--- src/rtl/gift_ctrl.sv ---
// Falling power-up controller: arms on a spawn request, drops the gift on each frame tick,
// and reports a paddle catch or a fall-out as one-cycle registered pulses.
module gift_ctrl #(
  parameter int LEFT      = 100,
  parameter int TOP       = 40,
  parameter int MAXX      = 440,
  parameter int MAXY      = 400,
  parameter int GIFT_H    = 8,
  parameter int PAD_HW    = 32,
  parameter int PAD_HH    = 4,
  parameter int FALL_STEP = 2
) (
  input  logic       clk,
  input  logic       rst,
  input  logic       frame_tick,
  input  logic       clear,
  input  logic       spawn,
  input  logic [9:0] spawn_x,
  input  logic [9:0] spawn_y,
  input  logic [2:0] spawn_kind,
  input  logic [9:0] paddle_x,
  input  logic [9:0] paddle_y,
  output logic [9:0] x,
  output logic [9:0] y,
  output logic [2:0] kind,
  output logic       active,
  output logic       caught,
  output logic [2:0] caught_kind,
  output logic       missed
);

  typedef enum logic {
    IDLE = 1'b0,
    FALL = 1'b1
  } state_t;

  localparam logic [10:0] CATCH_DY  = 11'(GIFT_H + PAD_HH);
  localparam logic [10:0] CATCH_DX  = 11'(GIFT_H + PAD_HW);
  localparam logic [10:0] MISS_Y    = 11'(TOP + MAXY + GIFT_H);
  localparam logic [10:0] STEP      = 11'(FALL_STEP);

  state_t      state, state_nx;
  logic [9:0]  x_nx, y_nx;
  logic [2:0]  kind_nx, caught_kind_nx;
  logic        caught_nx, missed_nx;

  // Geometry is evaluated 11 bits wide so the next y never wraps and the
  // differences carry a sign bit; bit 10 of each difference is its sign.
  logic [10:0] ny, dy, dx, ady, adx;
  logic        hit, fell;

  always_comb begin
    ny   = {1'b0, y} + STEP;
    dy   = ny - {1'b0, paddle_y};
    dx   = {1'b0, x} - {1'b0, paddle_x};
    ady  = dy[10] ? (~dy + 11'd1) : dy;
    adx  = dx[10] ? (~dx + 11'd1) : dx;
    hit  = (ady < CATCH_DY) && (adx < CATCH_DX);
    fell = (ny >= MISS_Y);
  end

  always_comb begin
    state_nx       = state;
    x_nx           = x;
    y_nx           = y;
    kind_nx        = kind;
    caught_nx      = 1'b0;
    caught_kind_nx = 3'd0;
    missed_nx      = 1'b0;
    if (clear) begin
      state_nx = IDLE;
    end else begin
      case (state)
        IDLE: begin
          if (spawn && (spawn_kind != 3'd0)) begin
            state_nx = FALL;
            x_nx     = spawn_x;
            y_nx     = spawn_y;
            kind_nx  = spawn_kind;
          end
        end
        FALL: begin
          if (frame_tick) begin
            y_nx = ny[9:0];
            // Catch is checked first so a gift touching the paddle at the bottom counts.
            if (hit) begin
              state_nx       = IDLE;
              caught_nx      = 1'b1;
              caught_kind_nx = kind;
            end else if (fell) begin
              state_nx  = IDLE;
              missed_nx = 1'b1;
            end
          end
        end
        default: state_nx = IDLE;
      endcase
    end
  end

  always_ff @(posedge clk) begin
    if (rst) begin
      state       <= IDLE;
      x           <= 10'd0;
      y           <= 10'd0;
      kind        <= 3'd0;
      caught      <= 1'b0;
      caught_kind <= 3'd0;
      missed      <= 1'b0;
    end else begin
      state       <= state_nx;
      x           <= x_nx;
      y           <= y_nx;
      kind        <= kind_nx;
      caught      <= caught_nx;
      caught_kind <= caught_kind_nx;
      missed      <= missed_nx;
    end
  end

  // The two-state FSM is directly visible as the renderer enable.
  assign active = (state == FALL);

endmodule

--- config.mk ---
export PLATFORM = sky130hd
export DESIGN_NAME = gift_ctrl
export DESIGN_NICKNAME = d
export VERILOG_FILES = /design/src/rtl/gift_ctrl.sv
export SDC_FILE = /design/constraint.sdc
export NUM_CORES = 1
export LEC_CHECK = 0
export ABC_AREA = 1
export BUFFER_PORTS_ARGS = -buffer_cell sky130_fd_sc_hd__buf_2
export CAP_MARGIN = 0
export CORE_MARGIN = 5
export CORE_UTILIZATION = 40
export CTS_CLUSTER_SIZE = 24
export DETAILED_ROUTE_END_ITERATION = 10
export PLACE_DENSITY = 0.74
export SYNTH_ARGS = -nofsm -noshare
export SYNTH_HDL_FRONTEND = slang
export SYNTH_SLANG_ARGS = --single-unit
--- constraint.sdc ---
create_clock -name clk -period 5.64 [get_ports clk]
set_input_delay 0.282 -clock clk [delete_from_list [all_inputs] [get_ports clk]]
set_output_delay 0.282 -clock clk [all_outputs]
set_load 0.05 [all_outputs]
==> results.txt, run 1 <==
Outcome: complete, no violations
Residual DRC: 0
Clock period minus worst slack: 3210 ps
Post-CTS Setup Repair Bufs: 0
FILL cells: 785
Setup crit start kind: flip-flop
Area grow syn2layout: 19.2%
Reg-to-reg slack, setup: 2430 ps
DP Cell Count: 682
Layout cell share with drive strength beyond 1: 21.3%
Normalized max-slew margin: 59.5%
CP Max Fanout: 7
Crit Path Category: flip-flop to flip-flop
Crit end category: flip-flop
WP data arrival: 3380 ps
Root buffer cell: clkbuf_8
Power share of the combinational group: 46.2%
Routed vias: 3399
Yosys warns: 0
# Max-Cap Violations: 0
Final WS setup: 2430 ps
Power per cell area: 214 nW/um^2
Post-DRT Antenna Nets: 0
Yosys top cell area share: 19.7%
First-pass GRT wire length: 14.0 mm
Main synth FF type: dfxtp_1
Fin area: 3590 sq um
Most instantiated library cell after synthesis: nand2_1
Drt wl/cell: 11.8 um
Syn_nets: 583
Post-placement setup slack: 2450 ps
Syn Area/Cell: 5.89 sq um
Leading area contributor after synthesis: nand2_1
Sequential fraction of the synthesis area: 19.2%
PortBufs: 76
Mapped Cells: 512
Router iterations before antenna repair: 4
# rows: 31
LEAKAGE: 2.06 nW
Yosys cell types: 33
Highest clock rate: 311 MHz
Cell Area, Placed: 3500 sq um
Post-cts sizing count: 0
I/O pin cnt: 77
Power share of the clock group: 23.8%
Internal: 0.000434 W
Latest clock arrival within the worst-skew pair: 280 ps
Fin. Hold Viols: 0
Die W: 96.8 um
Worst slew pin tran: 605 ps
Switching power: 0.000337 W
Final period utilization: 57.0%
RePlAce Congestion: 0.857
WP data required: 5800 ps
Vias in the first global route: 3220
Flops & latches, synth: 29
Ranking of synthesized cells by area: nand2_1, dfxtp_1, inv_1
RSZ-0062 raised after global routing: no
Total global-route track usage: 17.2%
Global route overflow: 0
Die Y: 96.8 um
Slew Viols, Final: 0
Post-synthesis cell area: 3020 sq um
CTS sink count: 29
Num CTS Buffers: 5
Non-Filler Instances: 690
Area of the die: 9380 sq um
Worst Skew: 5.96 ps
Via density: 4.93
Hold Buf Count CTS: 0
Core area: 7290 sq um
H-tree levels: 2
Final nets: 661
ANT cells: 0
Worst hold path class: input pin to flip-flop
Setup-failing EPs final: 0
Initial DRC count: 171
Post-synth EDFFs: 0
Setup TNS: 0 ps
Initial core utilization: 41.4%
Asr flop ratio synth: 0%
Drt total wl: 8.13 mm
Switching share of power: 43.7%
TritonCTS clock tree: done
Commonest cells in the netlist: nand2_1, inv_1, nor2_1
Largest net degree at the start of global routing: 21
Antenna violations before repair: 0
Detailed placement HPWL: 6.87 mm
Worst VDD drop: 0.223 mV
CTS clk-pin slew, worst paths: 70 ps
Max clock buf depth: 2
Flop pwr share: 29.9%
## layout make-up
cell class                 instances  area (sq um)  area share, %
clock buffer                       6          82.6           2.30
clock inverter                     2          13.8          0.383
inverter                          86           323           8.98
multi-input combinational        392          2090           58.2
sequential                        29           581           16.2
tap                               99           124           3.45
timing repair buffer              76           380           10.6
## routing by layer
metal	GRT usage (%)	up-vias	wire length (um)	share of wire, %
li1	-	1776	-	-
met2	29.6	85	3840	47
met5	0	-	0	0
met4	5.18	0	81	1.0
met1	22.2	1532	3830	47
met3	2.59	6	380	4.7
## kinds of logic (layout without fill, tap and decap cells)
logic type      count (synthesis)  after routing  synth area share (%)
simple gates                  303            303                  46.0
compound gates                 58             58                  11.0
xor+xnor                        8              8                  2.32
buf+inv                        91            170                  11.4
fa+ha+maj                      23             23                  10.0
flops                          29             29                  19.2
## metrics by stage
step	hold slack, ps	util, %	total power (W)
after floorplan	351	-	0.000507
after global placement	439	48.0	0.000581
after detailed placement	448	48.0	0.000590
after CTS	218	49.3	0.000774
after global routing	228	49.3	0.000832
final	218	49.3	0.000770
## cells in the final DEF (no fill, tap or decap)
cell type / n
nand2_1: 158
clkinv_4: 1
nand4_1: 9
o21bai_2: 1
nand3b_1: 4
o21bai_1: 1
a221oi_1: 2
nor2_2: 4
xor2_1: 4
inv_1: 80
buf_2: 76
nor3_1: 2
clkbuf_8: 6
o21ai_0: 20
ha_1: 21
nor2_1: 54
o311ai_1: 1
a31oi_1: 4
dfxtp_1: 29
and2_1: 1
nand2_2: 13
inv_2: 5
o211ai_1: 1
fa_1: 2
a21o_1: 1
nand2_4: 3
nor2_4: 6
xnor2_1: 4
nand3_1: 42
nand3_2: 7
clkinv_1: 1
a21oi_2: 3
a21oi_1: 24
clkinv_2: 1
## worst max-delay path, cell delays in order (launching register included)
cell	delay [ps]
dfxtp_1	410
ha_1	200
nand2_1	70
nor2_1	150
nand3_1	100
nor2_1	130
xnor2_1	150
inv_1	80
ha_1	320
nand2_1	110
inv_2	30
a21oi_1	250
nand3_1	170
nand2_4	130
nand2_4	70
nor2_1	110
nand3b_1	90
nand2_1	70
nand2_1	80
nor2_4	130
nand2_2	60
nand2_1	50
nand2_1	40
nand2_1	50
a21oi_1	60
## sequential cells by signal, indices dropped and copies added, names as in the netlist
register	flops
x	10
y	10
caught_kind	3
kind	3
active	1
caught	1
missed	1
## power groups by stage
| stage | Sequential, W | Combinational, W | Clock [W] |
|---|---|---|---|
| after floorplan | 0.000274 | 0.000233 | 0 |
| after global placement | 0.000234 | 0.000347 | 0 |
| after detailed placement | 0.000235 | 0.000355 | 0 |
| after CTS | 0.000231 | 0.000356 | 0.000187 |
| after global routing | 0.000233 | 0.000404 | 0.000196 |
| final | 0.000231 | 0.000356 | 0.000183 |
## final timing paths
kind              start        endpoint  cells after the start
max                y[1]          active                     24
min          spawn_x[5]            x[5]                      3
max reg2reg        y[1]          active                     24
min reg2reg     kind[0]  caught_kind[0]                      2
Note: power is estimated with default switching activity, not from simulation.
==> run 2, diff against run 1 <==
- clock period: 5.64 -> 3.2 ns (I/O delays scaled with it)
==> results.txt, run 2 (synthesis results as in run 1) <==
Worst VDD drop: 0.326 mV (+46%)
Vias in the first global route: 3213 (-0.22%)
Outcome: complete, no violations
Detailed placement HPWL: 6.84 mm (-0.46%)
Die W: 96.8 um (unchanged)
Setup-failing EPs final: 0 (unchanged)
Post-placement setup slack: 75.1 ps (-2380 ps)
LEAKAGE: 2.10 nW (+1.9%)
Via density: 4.93 (+0.16%)
Root buffer cell: clkbuf_8
Final design utilization: 51.0% (+1.8 points)
Num CTS Buffers: 5 (unchanged)
CTS sink count: 29 (unchanged)
I/O pin cnt: 77 (unchanged)
First-pass GRT wire length: 13.9 mm (-0.29%)
Cell Area, Placed: 3530 sq um (+0.93%)
Area of the die: 9380 sq um (unchanged)
Crit end category: flip-flop
Latest clock arrival within the worst-skew pair: 280 ps (about the same)
Crit Path Category: flip-flop to flip-flop
Power per cell area: 371 nW/um^2 (+73%)
Antenna violations before repair: 0 (unchanged)
Largest registers: x x10, y x10
TritonCTS clock tree: done
Worst Skew: 4.97 ps (-0.992 ps)
Normalized max-slew margin: 64.9% (+5.3 points)
Final period utilization: 92.9% (+36 points)
Clock period minus worst slack: 2970 ps (-241 ps)
Commonest non-fill, non-tap cell in the layout: nand2_1
RePlAce Congestion: 0.872 (+1.7%)
Total global-route track usage: 17.1% (-0.10 points)
# rows: 31 (unchanged)
Fin. Hold Viols: 0 (unchanged)
Drt wl/cell: 11.9 um (+1.1%)
ANT cells: 0 (unchanged)
Layout cell share with drive strength beyond 1: 24.7% (+3.3 points)
Final nets: 666 (+0.76%)
Routed vias: 3429 (+0.88%)
Post-DRT Antenna Nets: 0 (unchanged)
Global route overflow: 0 (unchanged)
Worst slew pin tran: 527 ps (-78.4 ps)
Initial DRC count: 126 (-26%)
Router iterations before antenna repair: 5 (+1)
Initial core utilization: 41.4% (unchanged)
Worst hold path class: input pin to flip-flop
Most frequent cells in the layout: nand2_1, inv_1, buf_2, nor2_1, nand3_1
Core area: 7290 sq um (unchanged)
Largest net degree at the start of global routing: 21 (unchanged)
# Max-Cap Violations: 0 (unchanged)
FILL cells: 764 (-2.7%)
Fin area: 3720 sq um (+3.6%)
Final WS setup: 227 ps (-2200 ps)
H-tree levels: 2 (unchanged)
Drt total wl: 8.28 mm (+1.8%)
Slew Viols, Final: 0 (unchanged)
Setup crit start kind: flip-flop
CP Max Fanout: 7 (unchanged)
CTS clk-pin slew, worst paths: 70 ps (about the same)
Max clock buf depth: 2 (unchanged)
Die Y: 96.8 um (unchanged)
Total power: 0.00138 W (+79%)
Area grow syn2layout: 23.4%
Hold Buf Count CTS: 0 (unchanged)
PortBufs: 76 (unchanged)
Setup TNS: 0 ps (unchanged)
WP data arrival: 3130 ps (-250 ps)
WP data required: 3360 ps (-2440 ps)
Residual DRC: 0 (unchanged)
Highest clock rate: 336 MHz (+8.1%)
-- run 2: changes by cell type in the layout (fill, tap and decap cells not counted), sizes merged --
cell,delta
buf,+5
-- run 2: metal layers --
metal | routed length [um] | up-vias | global-route usage (%)
met4 | 143 | 0 | 5.94
met1 | 3830 | 1539 | 22.2
met3 | 366 | 14 | 2.66
met5 | 0 | - | 0
li1 | - | 1784 | -
met2 | 3940 | 92 | 28.8
-- run 2: cell type report --
cell class / count / area [sq um] / share of cell area (%)
clock inverter: 2 / 13.8 / 0.370
tap: 99 / 124 / 3.33
timing repair buffer: 81 / 418 / 11.2
clock buffer: 6 / 82.6 / 2.22
sequential: 29 / 589 / 15.8
inverter: 86 / 323 / 8.67
multi-input combinational: 392 / 2170 / 58.4
-- run 2: path summary, 6_finish.rpt --
kind	endpoint	slack (ps)	from	cells past startpoint
max	active	230	y[1]	24
min	x[6]	100	spawn_x[6]	3
max reg2reg	active	230	y[1]	24
min reg2reg	caught_kind[0]	440	kind[0]	2
-- run 2: timing repair --
item	4_1_cts	5_1_grt
setup buffers	0	1
gates resized for setup	0	20
setup endpoints to repair	0	6
-- run 2: critical path, stage by stage, from the launching register on --
cell,delay (ps)
dfxtp_4,370
ha_2,180
nand2_1,80
nor2_2,120
nand3_2,90
nor2_2,140
xnor2_1,140
inv_1,110
ha_4,250
nand2_1,60
nand2_1,70
a21oi_4,170
nand3_2,110
nand2_4,130
nand2_4,80
o21bai_2,100
nand2_1,70
nor2_2,110
nand2_2,70
nor2_4,130
nand2_2,60
nand2_1,60
nand2_1,50
nand2_1,50
a21oi_1,60
-- run 2: metrics by stage --
step | cells | hold slack, ps
4_1_cts | 694 | 97.1
3_5_place_dp | 686 | 395
6_report | 695 | 103
2_1_floorplan | 512 | 229
3_3_place_gp | 686 | 387
5_1_grt | 695 | 113
-- run 2: where the power goes --
part	switching (W)	total [W]	internal [W]
sequential	0.0000203	0.000403	0.000383
clock	0.000149	0.000323	0.000174
combinational	0.000435	0.000655	0.000220
==> run 3, diff against run 2 <==
- PLACE_DENSITY: 0.74 -> 0.65
==> results.txt, run 3 (synthesis results as in run 1) <==
Core area: 7290 sq um (unchanged)
Max clock buf depth: 2 (unchanged)
Switching share of power: 42.8% (-0.96 points)
FILL cells: 783 (+2.5%)
# rows: 31 (unchanged)
Post-DRT Antenna Nets: 0 (unchanged)
CTS sink count: 29 (unchanged)
WP data required: 3360 ps (about the same)
I/O pin cnt: 77 (unchanged)
Power share of the clock group: 24.5% (+1.1 points)
Met1 Use GR: 24.6% (+2.5 points)
Switching power: 0.000595 W (-1.6%)
Final period utilization: 92.1% (-0.78 points)
Num CTS Buffers: 5 (unchanged)
Total global-route track usage: 17.4% (+0.28 points)
H-tree levels: 2 (unchanged)
Worst r2r src: y[2]
Crit path from: y[2]
Slew Viols, Final: 0 (unchanged)
Die W: 96.8 um (unchanged)
Outcome: complete, no violations
CP Max Fanout: 7 (unchanged)
Area of the die: 9380 sq um (unchanged)
Most frequent cells in the layout: nand2_1, inv_1, buf_2, nor2_1, nand3_1
Drt wl/cell: 11.9 um (about the same)
Met3 Use GR: 2.95% (+0.29 points)
LEAKAGE: 2.10 nW (about the same)
Final WS setup: 253 ps (+25.1 ps)
Antenna violations before repair: 0 (unchanged)
# Max-Cap Violations: 0 (unchanged)
Clock period minus worst slack: 2950 ps (-25.1 ps)
Total power: 0.00139 W (+0.61%)
Setup-failing EPs final: 0 (unchanged)
Worst VDD drop: 0.276 mV (-15%)
Worst Skew: 6.96 ps (+1.99 ps)
RePlAce Congestion: 0.898 (+3.0%)
Hold Crit Start: spawn_x[7]
Normalized max-slew margin: 66.7% (+1.9 points)
Largest registers: x x10, y x10
Via density: 4.87 (-1.4%)
Crit end category: flip-flop
Met2 GRT Util: 26.9% (-1.9 points)
Global route overflow: 0 (unchanged)
Power per cell area: 375 nW/um^2 (+1.2%)
Initial core utilization: 41.4% (unchanged)
Area grow syn2layout: 22.7%
ANT cells: 0 (unchanged)
Internal: 0.000795 W (+2.3%)
PortBufs: 76 (unchanged)
WHS: 95.7 ps (-7.41 ps)
Vias in the first global route: 3062 (-4.7%)
Residual DRC: 0 (unchanged)
Busiest layer in global routing: met2
Post-placement setup slack: 105 ps (+30.2 ps)
Latest clock arrival within the worst-skew pair: 280 ps (about the same)
TritonCTS clock tree: done
Commonest non-fill, non-tap cell in the layout: nand2_1
Final nets: 666 (unchanged)
Highest clock rate: 339 MHz (+0.85%)
Fin. Hold Viols: 0 (unchanged)
Drt total wl: 8.28 mm (about the same)
Layout cell share with drive strength beyond 1: 24.0% (-0.67 points)
Router iterations before antenna repair: 5 (unchanged)
Die Y: 96.8 um (unchanged)
Crit Path Category: flip-flop to flip-flop
Worst slew pin tran: 498 ps (-28.3 ps)
Worst hold path class: input pin to flip-flop
Initial DRC count: 119 (-5.6%)
Power share of the combinational group: 46.6% (-0.8 points)
CTS clk-pin slew, worst paths: 70 ps (about the same)
Root buffer cell: clkbuf_8
First-pass GRT wire length: 13.9 mm (+0.19%)
Detailed placement HPWL: 6.89 mm (+0.77%)
Largest net degree at the start of global routing: 21 (unchanged)
Setup crit start kind: flip-flop
Routed vias: 3382 (-1.4%)
Final design utilization: 50.8% (-0.27 points)
WP data arrival: 3110 ps (-20 ps)
Flop pwr share: 29.0% (-0.2 points)
[run 3: cell count changes in the layout (fill, tap and decap cells not counted), sizes merged]
cell / delta
clkbuf: +1
clkinv: -1
[run 3: what timing repair did]
action / 4_1_cts / 5_1_grt
gates resized for setup: 0 / 14
buffers inserted: 0 / 1
hold buffers: 0 / 0
setup endpoints to repair: 0 / 6
[run 3: layer usage]
layer | vias up | share of wire (%) | wire [um]
li1 | 1786 | - | -
met5 | - | 0 | 0
met4 | 0 | 1.5 | 125
met2 | 77 | 44 | 3600
met3 | 9 | 5.2 | 430
met1 | 1510 | 50 | 4120
[run 3: power by group through the flow]
stage	sequential [W]	clock (W)	combinational [W]
floorplan	0.000483	0	0.000411
CTS	0.000403	0.000351	0.000637
detailed placement	0.000410	0	0.000635
global placement	0.000410	0	0.000629
global route	0.000406	0.000367	0.000733
finish	0.000403	0.000340	0.000647
[run 3: stage by stage]
step                instance area, sq um  TNS [ps]  std cells
finish                              3700         0        695
global route                        3700     -13.6        695
CTS                                 3630         0        694
detailed placement                  3530         0        686
global placement                    3530         0        686
floorplan                           3020         0        512
[run 3: layout make-up]
class | count | area, sq um | area share (%)
inverter | 86 | 323 | 8.72
clock buffer | 7 | 96.3 | 2.60
timing repair buffer | 81 | 418 | 11.3
sequential | 29 | 589 | 15.9
clock inverter | 1 | 5.00 | 0.135
multi-input combinational | 392 | 2150 | 58.0
tap | 99 | 124 | 3.35
[run 3: worst max-delay path: stages (launching register included)]
cell and delay, ps:
dfxtp_4 370, ha_1 160, nand2_1 80, nor2_2 130, nand3_1 100, nor2_1 150, xnor2_1 150, inv_1 110
ha_4 240, nand2_1 60, nand2_1 70, a21oi_4 170, nand3_2 120, nand2_4 130, nand2_4 70, o21bai_2 110
nand2_1 70, nor2_2 110, nand2_2 60, nor2_4 100, nand2_2 60, nand2_1 60, nand2_1 40, nand2_1 50
a21oi_1 50
[run 3: final timing paths]
| path | to | slack (ps) | cells past startpoint |
|---|---|---|---|
| worst max-delay path | active | 250 | 24 |
| worst min-delay path | x[7] | 100 | 3 |
| worst max register to register | active | 250 | 24 |
| worst min register to register | caught_kind[0] | 450 | 2 |
